<file path="config.mk">
export PLATFORM = sky130hd
export DESIGN_NAME = aer_spike_encoder
export DESIGN_NICKNAME = d
export VERILOG_FILES = /design/src/rtl/aer_spike_encoder.sv
export SDC_FILE = /design/constraint.sdc
export NUM_CORES = 1
export LEC_CHECK = 0
export CORE_UTILIZATION = 49
export CTS_BUF_LIST = sky130_fd_sc_hd__clkbuf_16
export DETAILED_ROUTE_END_ITERATION = 8
export PLACE_DENSITY_LB_ADDON = 0.15
export SYNTH_ARGS = -nofsm -noshare
export SYNTH_HDL_FRONTEND = slang
export SYNTH_SLANG_ARGS = --single-unit
</file>
<file path="constraint.sdc">
create_clock -name clk -period 2.2 [get_ports clk]
set_clock_uncertainty 0.15 [all_clocks]
set_input_delay 0.33 -clock clk [delete_from_list [all_inputs] [get_ports clk]]
set_output_delay 0.33 -clock clk [all_outputs]
set_load 0.005 [all_outputs]
</file>
<file path="src/rtl/aer_spike_encoder.sv">
// AER transmit encoder: captures one spike vector per timestep and streams the
// index of every set bit, lowest first, over a valid/ready channel.
module aer_spike_encoder #(
  parameter int unsigned N_NEURONS = 8,
  parameter int unsigned ADDR_W    = 3
) (
  input  logic                clk,
  input  logic                rst_n,
  input  logic [N_NEURONS-1:0] spikes_in,
  input  logic                step,
  output logic                step_ready,
  output logic                aer_valid,
  input  logic                aer_ready,
  output logic [ADDR_W-1:0]   aer_addr,
  output logic                aer_last,
  output logic                step_done,
  output logic [ADDR_W:0]     event_count,
  output logic                step_dropped
);

  typedef enum logic [1:0] {
    S_IDLE,
    S_EMIT,
    S_DONE
  } state_t;

  state_t               state_q;
  logic [N_NEURONS-1:0] pending_q;
  logic [ADDR_W:0]      count_q;
  logic [ADDR_W:0]      event_count_q;
  logic                 step_dropped_q;

  logic [N_NEURONS-1:0] pending_rest;
  logic                 one_left;
  logic [ADDR_W-1:0]    lowest_idx;

  // Clearing the lowest set bit and testing for a single remaining bit both
  // reduce to pending & (pending - 1).
  always_comb begin
    pending_rest = pending_q & (pending_q - N_NEURONS'(1));
    one_left     = (pending_q != '0) && (pending_rest == '0);
  end

  always_comb begin
    lowest_idx = '0;
    for (int unsigned i = N_NEURONS; i > 0; i--) begin
      if (pending_q[i-1]) lowest_idx = ADDR_W'(i - 1);
    end
  end

  always_ff @(posedge clk) begin
    if (!rst_n) begin
      state_q        <= S_IDLE;
      pending_q      <= '0;
      count_q        <= '0;
      event_count_q  <= '0;
      step_dropped_q <= 1'b0;
    end else begin
      case (state_q)
        S_IDLE: begin
          if (step) begin
            pending_q <= spikes_in;
            count_q   <= '0;
            state_q   <= (spikes_in != '0) ? S_EMIT : S_DONE;
          end
        end
        S_EMIT: begin
          if (step) step_dropped_q <= 1'b1;
          if (aer_ready) begin
            pending_q <= pending_rest;
            count_q   <= count_q + (ADDR_W + 1)'(1);
            if (one_left) state_q <= S_DONE;
          end
        end
        S_DONE: begin
          if (step) step_dropped_q <= 1'b1;
          event_count_q <= count_q;
          state_q       <= S_IDLE;
        end
        default: state_q <= S_IDLE;
      endcase
    end
  end

  // All outputs decode registered state only; aer_ready never reaches aer_valid.
  assign step_ready   = (state_q == S_IDLE);
  assign aer_valid    = (state_q == S_EMIT);
  assign aer_addr     = (state_q == S_EMIT) ? lowest_idx : '0;
  assign aer_last     = (state_q == S_EMIT) && one_left;
  assign step_done    = (state_q == S_DONE);
  assign event_count  = event_count_q;
  assign step_dropped = step_dropped_q;

endmodule

</file>
## Yosys cells after proc, flatten, opt, wreduce, memory -nomap -nowiden

Index checks and enable logic that the tools add are counted.

| cells by class | value |
|---|---|
| $add $sub $neg | 2 |
| eq/ne operators | 5 |
| multiplexer cells | 20 |
| bitwise operators | 1 |
| reduce and logical (&&, ||, !) cells | 11 |

Operators with widths:

| operator | count |
|---|---|
| 2-to-1 mux 3 bit | 9 |
| 2-to-1 mux 8 bit | 2 |
| case mux 8 bit (2 select lines) | 1 |
| nonzero test 8 bit | 2 |
| AND 8 bit | 1 |
| logical NOT 8 bit | 1 |
| 2-to-1 mux 2 bit | 4 |
| 2-to-1 mux 4 bit | 2 |
| case mux 4 bit (2 select lines) | 1 |
| subtractor 8 x 1 -> 8 bit (second input constant) | 1 |
| AND reduction 3 bit | 2 |
| adder 4 x 1 -> 4 bit (second input constant) | 1 |
| inequality test 2 x 1 -> 1 bit (second input constant) | 2 |
| case mux 2 bit (2 select lines) | 1 |
| equality test 2 x 1 -> 1 bit (second input constant) | 1 |
| equality test 2 bit (second input constant) | 1 |
| logical AND 1 bit | 2 |
| logical NOT 2 bit | 1 |
| inequality test 2 bit (second input constant) | 1 |
| AND reduction 2 bit | 1 |
| nonzero test 2 bit | 1 |
| OR reduction 2 bit | 1 |

| storage, ports and cells | value |
|---|---|
| register bits after elaboration | 19 |
| output and inout port bits | 12 |

## Logic depth before layout (Yosys ltp)

Gate-level depths: netlist of the first run.

| depth | value |
|---|---|
| depth after elaboration | 9 |
| gate-level depth with buffers | 7 |

## Worst setup path after synthesis of the first run

No wires, ideal clock.

| path | value |
|---|---|
| path type | register to output |
| start point | reg pending_q[4] |
| end point | out aer_last |
| data arrival time | 1.330 ns |
| data required time | 1.720 ns |
| slack | 0.390 ns |
| cell stages (with the launch flop) | 6 |
| path buffers | 0 |
| cells stage by stage | dfxtp_1 -> or4_1 -> o2111ai_1 -> nand2_1 -> o21ai_0 -> a221oi_1 |

| between the ends | value |
|---|---|
| word-level cells in the longest chain between the ends | 5 |

Ends and longest elaborated chain:

| element | line | text |
|---|---|---|
| from (decl) | 28 | `logic [N_NEURONS-1:0] pending_q;` |
| from (signal assigned) | 62 | `pending_q <= spikes_in;` |
| from (signal assigned) | 70 | `pending_q <= pending_rest;` |
| subtractor 8 x 1 -> 8 bit | 40 | `pending_rest = pending_q & (pending_q - N_NEURONS'(1));` |
| AND 8 bit | 40 |  |
| logical NOT 8 bit | 41 | `one_left = (pending_q != '0) && (pending_rest == '0);` |
| logical AND 1 bit (*) | 41 |  |
| logical AND 1 bit (*) | 89 | `assign aer_last = (state_q == S_EMIT) && one_left;` |
| to (decl) | 15 | `output logic aer_last,` |

Every way passes the cells marked *; elsewhere a longest branch is shown, timed or not.

## Worst setup path in the final report of the first run

| path | value |
|---|---|
| start point | reg pending_q[5] |
| end point | out aer_last |

The elaborated chain is that of the path after synthesis.

==> results of run 1 <==
## worst max-delay path, stage by stage (launching register included)
cell	delay [ns]
dfxtp_1	0.31
or4_4	0.54
o2111ai_2	0.20
nand2_1	0.08
o21ai_1	0.13
a221oi_1	0.06
buf_2	0.14
## Yosys cell counts
cell type	instances
a311oi_1	3
o21ai_0	13
a221oi_1	1
a21oi_1	16
clkinv_1	1
o21ai_1	1
dfxtp_1	19
nor2_1	13
nand3_1	6
buf_1	1
nand4b_1	1
or4_1	1
a31oi_1	3
nand2b_1	2
and3_1	1
ha_1	4
a211oi_2	1
nor3b_1	2
a211oi_1	1
nor2b_1	1
nand2_1	14
nand4_1	4
nor4_4	1
and3_2	1
buf_2	1
nor4_1	3
o211ai_1	1
and2_1	1
clkbuf_1	4
a22oi_1	1
mux2i_1	6
a32oi_1	1
o21a_1	1
o2111ai_1	1
inv_1	10
nor3_1	3
## flip-flops by register name, indices dropped and copies added (netlist names)
register	flops
count_q	4
event_count	4
pending_q	8
state_q	2
step_dropped	1
## power by group through the flow
stage                     clock network (uW)  logic [uW]  registers, uW
after floorplan                            0         514            470
after global placement                     0         971            455
after detailed placement                   0         990            460
after CTS                                369        1020            460
after global routing                     378        1140            471
final                                    365        1050            464
## layout make-up
type	count	area, um2
clock buffer	3	75.1
sequential	19	382
clock inverter	1	3.75
inverter	11	41.3
fill	151	423
tap	27	33.8
timing repair buffer	45	390
multi-input combinational	108	693
## stage by stage
stage / instances / setup TNS, ns
floorplan: 144 / 0
detailed placement: 210 / -0.115
CTS: 214 / -0.00822
global route: 214 / -0.0259
finish: 214 / 0
global placement: 210 / -0.0510
## layer usage
| metal | GRT usage | share of wire |
|---|---|---|
| met5 | 0 | 0 |
| met4 | 0.110 | 0.016 |
| met3 | 0.0374 | 0.057 |
| met2 | 0.441 | 0.49 |
| met1 | 0.297 | 0.43 |
## timing repair
| action | 4_1_cts | 5_1_grt |
|---|---|---|
| resized for setup | 12 | 5 |
| endpoints found under the hold margin | 0 | 0 |
| endpoints found under the setup margin | 4 | 2 |
| hold buffers | 0 | 0 |
| pin swaps | 3 | 3 |
## worst max-delay path by stage
| stage | from | cells past startpoint | slack, ns | endpoint |
|---|---|---|---|---|
| 6_report | pending_q[5] | 6 | 0.03 | aer_last |
| 5_1_grt | pending_q[5] | 6 | -0.03 | aer_last |
| 4_1_cts | pending_q[6] | 6 | -0.008 | aer_last |
| 3_5_place_dp | pending_q[6] | 6 | -0.12 | aer_last |
| 3_3_place_gp | pending_q[6] | 6 | -0.05 | aer_last |
| 2_1_floorplan | pending_q[4] | 5 | 0.39 | aer_last |
## cells by family (layout without fill, tap and decap cells)
| kind of cell | count (synthesis) | after routing |
|---|---|---|
| mux | 6 | 6 |
| buf+inv | 17 | 60 |
| fa+ha+maj | 4 | 4 |
| compound gates | 44 | 44 |
| simple gates | 54 | 54 |
| flops | 19 | 19 |
==> results.py, run 1 <==
metrics = {
    "timing": {
        "slew_viol_final": 0,
        "slew_headroom": 0.753,
        "setup_slack_ns": 0.0278,
        "max_clock_freq_mhz": 460,
        "final.min_clock_period_ns": 2.17,
        "rsz0062_at_grt": "true",
        "final_min_period_over_clock_period": 0.987,
        "setup_viol": 0,
        "finalHoldViolations": 0,
        "tightest_slew_ns": 0.369,
        "timing.hold.ws_ns": 0.342,
    },
    "power_and_ir_drop": {
        "p_sw_frac": 0.380,
        "clockPowerShare": 0.194,
        "p_seq_frac": 0.247,
        "p_sw_uw": 714,
        "internal-power_uw": 1160,
        "ir_drop_mv": 0.901,
        "p_leak_uw": 0.000657,
        "pwr-share-comb": 0.559,
        "power_density_mw_per_mm2": 1160,
        "fin_total_pwr_uw": 1880,
    },
    "floorplan": {
        "die_height_um": 49.4,
        "design.core.area_mm2": 0.00204,
        "rows": 16,
        "start_util": 0.539,
        "design.die.area_mm2": 0.00244,
        "die_x_um": 49.4,
        "ios": 24,
    },
    "clocking": {
        "tritoncts": "done",
        "clockRootBuffer": "clkbuf_16",
        "insertion_delay_ns": 0.25,
        "h-tree-depth": 1,
        "clockBufferDepth": 2,
        "clkTransAtPathRegs_ns": 0.05,
        "clock_sinks": 19,
        "post_cts_buffers": 0,
        "cts_buffers": 3,
    },
    "drt": {
        "final_antenna_net_count": 0,
        "first_iter_violations": 37,
        "via_count": 1232,
        "drt_pass1_iterations": 4,
        "wl_per_cell_um": 13.9,
        "finalWirelength_um": 2980,
        "drc": 0,
        "vias_per_cell": 5.76,
    },
    "yosys": {
        "ys_types": 36,
        "synth_adder_area_share": 0.0455,
        "synth.ff_latch_count": 19,
        "yosysTopAreaCell": "dfxtp_1",
        "synthTopCellsByArea": "dfxtp_1 35%, a21oi_1 7.3%, o21ai_0 5.9%",
        "muxShareOfSynthArea": 0.0545,
        "synth_compound_area_frac": 0.240,
        "synth.cell_area_mm2": 0.00110,
        "ys_seq_area_frac": 0.345,
        "synth_warnings": 0,
        "avgSynthCellArea_um2": 7.65,
        "synth_xor_area_frac": 0,
        "synth.top_cell.area_share": 0.345,
        "synth_fp_nets": 160,
        "syn_inst": 144,
        "synth-simple-area-share": 0.256,
        "synth_top_family_by_area": "simple AND/OR/NAND/NOR gates",
    },
    "critical_path": {
        "crit_arrival_ns": 1.69,
        "rr_startpoint": "pending_q[1]",
        "timing.rr.end": "state_q[1]",
        "reg2reg_slack_ns": 0.16,
        "cp.required_ns": 1.72,
        "cp_max_fo": 2,
        "startpoint_type": "flip-flop",
        "reg2reg_depth": 6,
        "worstSetupEndpointType": "output port",
        "crit_type": "reg -> out",
    },
    "placed_design": {
        "place_hpwl_um": 2220,
        "placed_cell_area_mm2": 0.00151,
        "io_buffers": 23,
        "place_ws_ns": -0.115,
        "gp_congestion": 0.953,
    },
    "run_status": {
        "outcome": "finished clean",
    },
    "global_route": {
        "grt_pass1_vias": 1081,
        "grt_pass1_wl_um": 4690,
        "gr-usage-all-layers": 0.250,
        "antenna_found_initial": 0,
        "grt_max_degree": 13,
        "overflow": 0,
    },
    "cells_and_area": {
        "fin_util": 0.793,
        "layout_commonest_cell": "buf_4",
        "finish.instance_area_mm2": 0.00162,
        "antennaDiodeCount": 0,
        "areaGrowthSynthToFinish_pct": 47.0,
        "drive_above_1_share": 0.198,
        "finish.net_count": 204,
        "final_cell_mix": "22 x buf_4, 19 x clkdlybuf4s50_1, 18 x dfxtp_1",
    },
    "worst_hold_path": {
        "hold_start": "count_q[3]",
        "whs_path_depth": 2,
        "holdPathEnd": "count_q[3]",
        "holdCritPathClass": "reg -> reg",
    },
    "flow_run": {
        "maxCapViolations": 0,
    },
}
Note: power is estimated with default switching activity, not from simulation.
==> inputs of run 2 (changes only) <==
- PLACE_DENSITY: unset -> 0.78
- PLACE_DENSITY_LB_ADDON: 0.15 -> unset
==> results.py, run 2 (synthesis results as in run 1) <==
metrics = {
    "timing": {
        "rsz0062_at_grt": "true",
        "setup_slack_ns": -0.0205,
        "final.min_clock_period_ns": 2.22,
        "slew_headroom": 0.544,
        "slew_viol_final": 0,
        "max_clock_freq_mhz": 450,
        "timing.hold.ws_ns": 0.330,
        "tightest_slew_ns": 0.680,
        "final_min_period_over_clock_period": 1.01,
        "finalSetupTns_ns": -0.0205,
        "finalHoldViolations": 0,
        "setup_viol": 1,
    },
    "floorplan": {
        "ios": 24,
        "die_height_um": 49.4,
        "rows": 16,
        "design.die.area_mm2": 0.00244,
        "start_util": 0.539,
        "design.core.area_mm2": 0.00204,
        "die_x_um": 49.4,
    },
    "cells_and_area": {
        "top_register": "pending_q",
        "antennaDiodeCount": 0,
        "areaGrowthSynthToFinish_pct": 46.1,
        "fillers": 154,
        "finish.net_count": 201,
        "final_cell_mix": "19 x clkdlybuf4s50_1, 19 x buf_4, 17 x dfxtp_1",
        "drive_above_1_share": 0.201,
        "largest_reg_flops": 8,
    },
    "critical_path": {
        "cp_max_fo": 7,
        "reg2reg_depth": 8,
        "startpoint_type": "flip-flop",
        "timing.rr.end": "state_q[1]",
        "crit_arrival_ns": 1.74,
        "cpLargestDelayFamily": "buffers and inverters",
        "cp_slowest_cell": "dfxtp_4",
        "crit_path_frequent_cell": "buf_4",
        "reg2reg_slack_ns": 0.11,
        "crit_buf_inv": 3,
        "max_stage_delay_ns": 0.36,
        "cp.required_ns": 1.72,
        "crit_chain": "buf_4, nor4_4, buf_4, nand3_1, a221oi_2, buf_2",
        "rr_startpoint": "pending_q[3]",
        "worstSetupEndpointType": "output port",
        "crit_type": "reg -> out",
    },
    "clocking": {
        "tritoncts": "done",
        "insertion_delay_ns": 0.25,
        "clkTransAtPathRegs_ns": 0.05,
        "h-tree-depth": 1,
        "cts_buffers": 3,
        "clockRootBuffer": "clkbuf_16",
        "clock_sinks": 19,
        "clockBufferDepth": 2,
    },
    "global_route": {
        "grt_max_degree": 15,
        "grt_pass1_wl_um": 5190,
        "antenna_found_initial": 0,
        "gr-usage-all-layers": 0.278,
        "grt_pass1_vias": 1160,
        "overflow": 0,
    },
    "placed_design": {
        "io_buffers": 23,
        "gp_congestion": 0.913,
        "place_ws_ns": -0.130,
        "place_hpwl_um": 2270,
    },
    "drt": {
        "vias_per_cell": 6.02,
        "drt_pass1_iterations": 4,
        "via_count": 1271,
        "wl_per_cell_um": 15.2,
        "final_antenna_net_count": 0,
        "drc": 0,
        "first_iter_violations": 56,
        "finalWirelength_um": 3210,
    },
    "worst_hold_path": {
        "whs_path_depth": 2,
        "holdCritPathClass": "reg -> reg",
        "holdPathEnd": "step_dropped",
        "hold_start": "step_dropped",
    },
    "run_status": {
        "outcome": "finished with violations",
        "violations": "setup timing",
    },
    "flow_run": {
        "maxCapViolations": 0,
    },
    "power_and_ir_drop": {
        "power_density_mw_per_mm2": 1180,
        "ir_drop_mv": 0.788,
        "p_leak_uw": 0.000642,
    },
}
-- run 2: metrics by stage --
| step | cell area (um2) | cells | total power (uW) | util |
|---|---|---|---|---|
| after floorplan | 1100 | 144 | 984 | - |
| after global placement | 1470 | 205 | 1380 | 0.719 |
| after detailed placement | 1470 | 205 | 1410 | 0.719 |
| after CTS | 1580 | 211 | 1850 | 0.774 |
| after global routing | 1610 | 211 | 2030 | 0.788 |
| final | 1610 | 211 | 1910 | 0.788 |
-- run 2: cell type report --
cell class / count / area [um2] / area share
multi-input combinational: 108 / 701 / 0.435
sequential: 19 / 385 / 0.240
clock inverter: 1 / 5.00 / 0.00311
inverter: 11 / 41.3 / 0.0257
tap: 27 / 33.8 / 0.0210
timing repair buffer: 42 / 368 / 0.229
clock buffer: 3 / 75.1 / 0.0467
-- run 2: routing by layer --
metal	wire [um]	vias up	global-route usage
li1	-	601	-
met1	1320	597	0.342
met2	1620	60	0.477
met3	193	13	0.0374
met4	80	0	0.129
met5	0	-	0
-- run 2: worst max path at each step --
stage | startpoint | cells after the start | to
2_1_floorplan | pending_q[4] | 5 | aer_last
3_3_place_gp | pending_q[6] | 6 | aer_last
3_5_place_dp | pending_q[6] | 6 | aer_last
4_1_cts | pending_q[6] | 6 | aer_last
5_1_grt | pending_q[4] | 6 | aer_last
6_report | pending_q[3] | 6 | aer_last
-- run 2: what timing repair did --
action,CTS,global route
hold buffers,0,0
setup endpoints to repair,4,2
resized for setup,13,8
pin swaps,3,4
gates cloned,0,0
buffers inserted,3,0
-- run 2: power breakdown --
part / switching, uW / internal (uW) / total, uW
clock network: 124 / 243 / 367
registers: 65.9 / 408 / 474
logic: 556 / 509 / 1070
-- run 2: worst reg2reg max path, cell delays in order (launching register included) --
cell and delay, ns:
dfxtp_4 0.36, buf_4 0.14, nor4_4 0.22, buf_4 0.18
a31oi_1 0.16, buf_4 0.17, a311oi_1 0.24, nand2_1 0.14
a211oi_2 0.24
==> edit 1 (flow settings as in run 2) <==
The 3 states of `state_t` get a one-hot encoding in 3 bits.
--- a/src/rtl/aer_spike_encoder.sv
+++ b/src/rtl/aer_spike_encoder.sv
@@ -19,8 +19,8 @@
 );
 
-  typedef enum logic [1:0] {
-    S_IDLE,
-    S_EMIT,
-    S_DONE
+  typedef enum logic [2:0] {
+    S_IDLE = 3'b001,
+    S_EMIT = 3'b010,
+    S_DONE = 3'b100
   } state_t;
 
Formal check against the unedited RTL: same outputs for any inputs over 10 cycles, from zero or initial values and one cycle with rst_n low; not proved beyond that.
==> edit 1 against run 2 <==
  * Synthesized area unchanged
  * Highest routed layer unchanged
  * Die area stayed put
  * Fmax rose by 3.6%
  * Cell area increased by 2.7%
  * Sequential cell count grew 1
  * Critical path type unchanged
  * Setup slack better by 0.077 ns
  * Count of clock-buffer cells in the layout is the same
  * Sequential share of layout area increased by 1.0 points
  * Hold slack got worse by 0.0090 ns
  * Synthesized cell count down 10%
  * Routed wire length shrank 5.4%
Power is not compared: it rests on default switching activity, and its combinational part moved more than twofold at a synthesized area within 25%.
==> edit 1: results (changes against run 2) <==
INFO  metric max_slew.worst_pin.slew = 0.446 ns (was 0.680 ns)
INFO  metric fill_cells = 141 (was 154)
INFO  metric max_flop_register = pending_q (unchanged)
INFO  metric via_count_of_the_first_global_routing_pass = 1,013 (was 1,160)
INFO  metric worst_setup_hold_path_clk_slew = 0.05 ns (about the same)
INFO  metric drt_pass1_iterations = 4 (unchanged)
INFO  metric hold_path_class = flip-flop to flip-flop (unchanged)
INFO  metric status = completed (was finished with violations)
INFO  metric largest_net_degree_at_the_start_of_global_routing = 19 (was 15)
INFO  metric layout.nets = 188 (was 201)
INFO  metric synth_warnings = 0 (unchanged)
INFO  metric regToRegSetupSlack = 0.42 ns (was 0.11 ns)
INFO  metric insertedDiodeCount = 0 (unchanged)
INFO  metric global_route_wire_length_before_repair = 4.74 mm (was 5.19 mm)
INFO  metric clk_latency = 0.25 ns (about the same)
INFO  metric post_synth_main_area_contributors = dfxtp_1 36%, o21ai_0 5.9%, a21boi_0 5.5%, mux2i_1 3.6%, nor2_1 3.4% (was dfxtp_1 35%, a21oi_1 7.3%, o21ai_0 5.9%, mux2i_1 5.5%, nand2_1 4.8%)
INFO  metric maxCapViolations = 0 (unchanged)
INFO  metric global_route.usage.total = 0.255 (was 0.278)
INFO  metric grt_antenna_before_repair = 0 (unchanged)
INFO  metric worst-path-max-fanout = 3 (was 7)
INFO  metric yosysUniqueCellTypes = 41 (was 36)
INFO  metric cts_buffer_depth = 2 (unchanged)
INFO  metric sequential_cell_area_fraction_in_the_yosys_report = 0.364 (was 0.345)
INFO  metric synth-async-reset-ratio = 0 (unchanged)
INFO  metric cp_data_arrival_time = 1.66 ns (was 1.74 ns)
INFO  metric share_of_layout_cells_above_drive_strength_1 = 0.276 (was 0.201)
INFO  metric avgRoutedWirePerCell = 15.1 um (was 15.2 um)
INFO  metric yosys_most_used_dff = dfxtp_1 (unchanged)
INFO  metric sw_share = 0.243
INFO  metric vdd_ir_drop_max = 0.618 mV
INFO  metric dpl.hpwl = 1.93 mm (was 2.27 mm)
INFO  metric synth_fp_nets = 142 (was 160)
INFO  metric portBuffers = 23 (unchanged)
INFO  metric initialDrtViolationCount = 41 (was 56)
INFO  metric gpl.final_weighted_congestion = 0.864 (was 0.913)
INFO  metric route.vias.total = 1,134 (was 1,271)
INFO  metric cts_htree_levels = 1 (unchanged)
INFO  metric largest_register_ff_count = 8 (unchanged)
INFO  metric clockRootBuffer = clkbuf_16 (unchanged)
INFO  metric power.leakage = 0.667 nW
INFO  metric share_comb_of_total_power = 0.245
INFO  metric yosys-top-cells-count = 20 x dfxtp_1, 13 x o21ai_0, 10 x nor2_1 (was 19 x dfxtp_1, 16 x a21oi_1, 14 x nand2_1)
INFO  metric cts-buffers-inserted = 3 (unchanged)
edit 1: cell types whose count changed after synthesis, moves of 3 or more:
cell / before / now
a21oi_1: 16 / 7
inv_1: 10 / 4
o21a_1: 1 / 4
nor2b_1: 1 / 6
nand2_1: 14 / 9
a311oi_1: 3 / 0
a21boi_0: 0 / 8
nor2_1: 13 / 10
ha_1: 4 / 1
nand4_1: 4 / 0
edit 1: cell families (layout without fill, tap and decap cells):
logic type,count (synthesis),after routing,share of synthesized area
XOR/XNOR,1,1,0.00796
adder cells (fa/ha/maj),2,2,0.0205
flip-flops,20,20,0.364
buffers and inverters,10,55,0.0375
AO/OA/AOI/OAI,46,46,0.291
AND/OR/NAND/NOR,46,46,0.243
multiplexers,4,4,0.0364
edit 1: path summary, 6_finish.rpt:
check	start	to	cells past startpoint
setup / recovery	state_q[0]$_SDFFE_PN1P_	aer_valid	4
hold reg to reg	step_dropped$_SDFFE_PN0P_	step_dropped$_SDFFE_PN0P_	1
setup reg to reg	pending_q[2]$_SDFFE_PN0P_	state_q[1]$_SDFFE_PN0P_	6
hold / removal	step_dropped$_SDFFE_PN0P_	step_dropped$_SDFFE_PN0P_	1
edit 1: what timing repair did:
item                                    CTS  global route
endpoints found under the setup margin    5             3
setup buffers                             7             2
resized for setup                        12            10
pin swaps                                 4             2
edit 1: power by group through the flow:
stage	sequential [mW]	combinational, mW	clock [mW]
6_report	0.411	0.293	0.491
5_1_grt	0.415	0.314	0.519
4_1_cts	0.407	0.268	0.499
3_5_place_dp	0.414	0.232	0
3_3_place_gp	0.412	0.229	0
2_1_floorplan	0.414	0.129	0
edit 1: layout make-up:
cell class                      count  area share
Tap cell                           27      0.0204
Clock buffer                        3      0.0454
Timing Repair Buffer               46       0.241
Multi-Input combinational cell     99       0.413
Clock inverter                      1      0.0182
Inverter                            5      0.0129
Sequential cell                    20       0.250
edit 1: metal layers:
metal	track usage	vias to the layer above	routed length (um)	part of all wire
li1	-	562	-	-
met1	0.331	541	1340	0.44
met2	0.425	27	1570	0.52
met3	0.0312	4	94	0.031
met4	0.100	0	30	0.0099
met5	0	-	0	0
edit 1: metrics by stage:
stage / util / area (um^2) / hold slack (ns) / std cells / setup slack [ns]
detailed placement: 0.709 / 1450 / 0.306 / 188 / -0.0362
global route: 0.809 / 1650 / 0.355 / 201 / 0.0178
CTS: 0.792 / 1620 / 0.322 / 199 / 0.00516
global placement: 0.709 / 1450 / 0.303 / 188 / 0.0409
floorplan: - / 1100 / 0.314 / 129 / 0.474
finish: 0.809 / 1650 / 0.321 / 201 / 0.0561
edit 1: critical path, cell delays in order (launching register included):
cell             delay [ns]
dfxtp_2                0.32
or3b_4                 0.43
inv_4                  0.07
buf_4                  0.11
clkdlybuf4s50_1        0.48
==> edit 2 (settings of run 2) <==
Made on the original files. Set the parameter `N_NEURONS` to 16 (it was 8).
--- a/src/rtl/aer_spike_encoder.sv
+++ b/src/rtl/aer_spike_encoder.sv
@@ -2,5 +2,5 @@
 // index of every set bit, lowest first, over a valid/ready channel.
 module aer_spike_encoder #(
-  parameter int unsigned N_NEURONS = 8,
+  parameter int unsigned N_NEURONS = 16,
   parameter int unsigned ADDR_W    = 3
 ) (
Interface: changed (resized spikes_in); port bits go from 24 to 32. No check against the original RTL was run, so the function may have changed too.
==> edit 2 against run 2 <==
  * Critical endpoint unchanged
  * Synthesized area up 60%
  * Highest routed layer unchanged
  * Combinational power increased to 2.7 times the old value
  * The run still ends with negative setup slack left
  * Power up 120%
  * Largest cell class unchanged
  * Largest power group unchanged
  * Clock power is 15% higher
  * Cell area up 66%
  * First-iteration DRC count grew to 2.7 times the old value
  * Sequential cell count up 8
  * Routed wire length increased by 78%
  * Setup slack got worse by 0.16 ns
==> edit 2: results (changes against run 2) <==
INFO  metric crit_family = simple AND/OR/NAND/NOR gates (was buffers and inverters)
INFO  metric fill_cells = 221 (was 154)
INFO  metric yosys-top-cells-count = 28 x nor2_1, 27 x dfxtp_1, 23 x nand2_1 (was 19 x dfxtp_1, 16 x a21oi_1, 14 x nand2_1)
INFO  metric layout.nets = 330 (was 201)
INFO  metric max_slew.worst_pin.slew = 0.510 ns (was 0.680 ns)
INFO  metric largest_register_ff_count = 16 (was 8)
INFO  metric cp_data_arrival_time = 1.90 ns (was 1.74 ns)
INFO  metric post_synth_main_area_contributors = dfxtp_1 31%, nor2b_1 6.7%, nor2_1 6.0%, o21ai_0 6.0%, nand2_1 4.9% (was dfxtp_1 35%, a21oi_1 7.3%, o21ai_0 5.9%, mux2i_1 5.5%, nand2_1 4.8%)
INFO  metric min_delay_path_depth = 1 (was 2)
INFO  metric clockRootBuffer = clkbuf_16 (unchanged)
INFO  metric worst_path_largest_cell_delay = 0.38 ns (was 0.36 ns)
INFO  metric gpl.final_weighted_congestion = 0.946 (was 0.913)
INFO  metric failed_checks = negative setup slack (unchanged)
INFO  metric yosysUniqueCellTypes = 47 (was 36)
INFO  metric dpl.hpwl = 3.74 mm (was 2.27 mm)
INFO  metric via_per_inst = 5.73 (was 6.02)
INFO  metric vdd_ir_drop_max = 1.12 mV (was 0.788 mV)
INFO  metric share_of_layout_cells_above_drive_strength_1 = 0.302 (was 0.201)
INFO  metric initialDrtViolationCount = 153 (was 56)
INFO  metric portBuffers = 31 (was 23)
INFO  metric via_count_of_the_first_global_routing_pass = 1,860 (was 1,160)
INFO  metric worst_setup_hold_path_clk_slew = 0.07 ns (was 0.05 ns)
INFO  metric sequential_cell_area_fraction_in_the_yosys_report = 0.306 (was 0.345)
INFO  metric status = finished with violations (unchanged)
INFO  metric worst_path_max_delay_cell = dfxtp_2 (was dfxtp_4)
INFO  metric final.setup.worst_slack = -0.178 ns (was -0.0205 ns)
INFO  metric wl = 5.71 mm (was 3.21 mm)
INFO  metric placement.setup.worst_slack = -0.371 ns (was -0.130 ns)
INFO  metric place.detailed.instances = 340 (was 205)
INFO  metric setup_viol_count_final = 4 (was 1)
INFO  metric avgSynthCellArea = 7.60 um^2 (was 7.65 um^2)
INFO  metric largest_net_degree_at_the_start_of_global_routing = 18 (was 15)
INFO  metric length_in_cells_of_the_worst_reg_to_reg_path = 10 (was 8)
INFO  metric global_route.usage.total = 0.313 (was 0.278)
INFO  metric global_route_wire_length_before_repair = 8.64 mm (was 5.19 mm)
INFO  metric worst-path-max-fanout = 6 (was 7)
INFO  metric synth_fp_nets = 256 (was 160)
INFO  metric power.leakage = 1.10 nW (was 0.642 nW)
[edit 2: cell count changes in the layout (fill, tap and decap cells not counted), sizes merged, moves of 9 or more]
cell	change
nand2	+9
nor2b	+18
buf	+35
nor2	+15
[edit 2: kinds of logic (layout without fill, tap and decap cells)]
group / Yosys count / after routing / share of synthesized area
multiplexers: 5 / 5 / 0.0284
AO/OA/AOI/OAI: 76 / 76 / 0.284
buffers and inverters: 21 / 94 / 0.0525
adder cells (fa/ha/maj): 5 / 5 / 0.0340
AND/OR/NAND/NOR: 98 / 98 / 0.295
flip-flops: 27 / 27 / 0.306
[edit 2: final cells by class]
cell class,count,area (um^2),share of cell area
inverter,5,23.8,0.00891
clock buffer,3,75.1,0.0281
sequential,27,557,0.209
timing repair buffer,85,738,0.277
tap,46,57.6,0.0216
clock inverter,1,5.00,0.00188
multi-input combinational,184,1210,0.454
[edit 2: report_power, final]
group | total, mW | switching, mW | internal (mW)
Clock | 0.423 | 0.177 | 0.246
Sequential | 0.800 | 0.165 | 0.636
Combinational | 2.94 | 1.46 | 1.48
Total | 4.17 | 1.80 | 2.37
[edit 2: worst reg2reg max path, stage by stage, from the launching register on]
cell and delay [ns]:
dfxtp_2 0.38, or3_4 0.35, nand3b_1 0.23, o31ai_2 0.21, nand2_1 0.13, buf_4 0.15, buf_6 0.10, buf_6 0.10
nor3b_2 0.17, o21ai_2 0.09, mux2i_1 0.11
[edit 2: worst paths after layout]
kind | startpoint | to | slack (ns)
hold / removal | count_q[3]$_SDFFE_PN0P_ | count_q[3]$_SDFFE_PN0P_ | 0.32
setup / recovery | pending_q[10]$_SDFFE_PN0P_ | aer_last | -0.18
setup reg to reg | pending_q[10]$_SDFFE_PN0P_ | state_q[0]$_SDFFE_PN0P_ | -0.08
hold reg to reg | count_q[3]$_SDFFE_PN0P_ | count_q[3]$_SDFFE_PN0P_ | 0.32
[edit 2: through the flow]
stage / cell area [um^2] / setup TNS [ns] / hold WS, ns / power [mW]
floorplan: 1770 / 0 / 0.272 / 2.13
global placement: 2430 / -0.386 / 0.299 / 3.24
detailed placement: 2430 / -0.593 / 0.296 / 3.28
CTS: 2630 / -0.456 / 0.315 / 4.01
global route: 2670 / -0.788 / 0.371 / 4.41
finish: 2670 / -0.330 / 0.325 / 4.17
[edit 2: what timing repair did]
action / in CTS / in global routing
pin swaps: 12 / 6
gates resized for setup: 29 / 12
buffers inserted: 9 / 1
endpoints found under the setup margin: 6 / 14
[edit 2: per-layer routing]
metal / part of all wire / track usage / wire length, um
met1: 0.44 / 0.406 / 2500
met2: 0.47 / 0.497 / 2690
met3: 0.062 / 0.0518 / 356
met4: 0.029 / 0.165 / 167
met5: 0 / 0 / 0
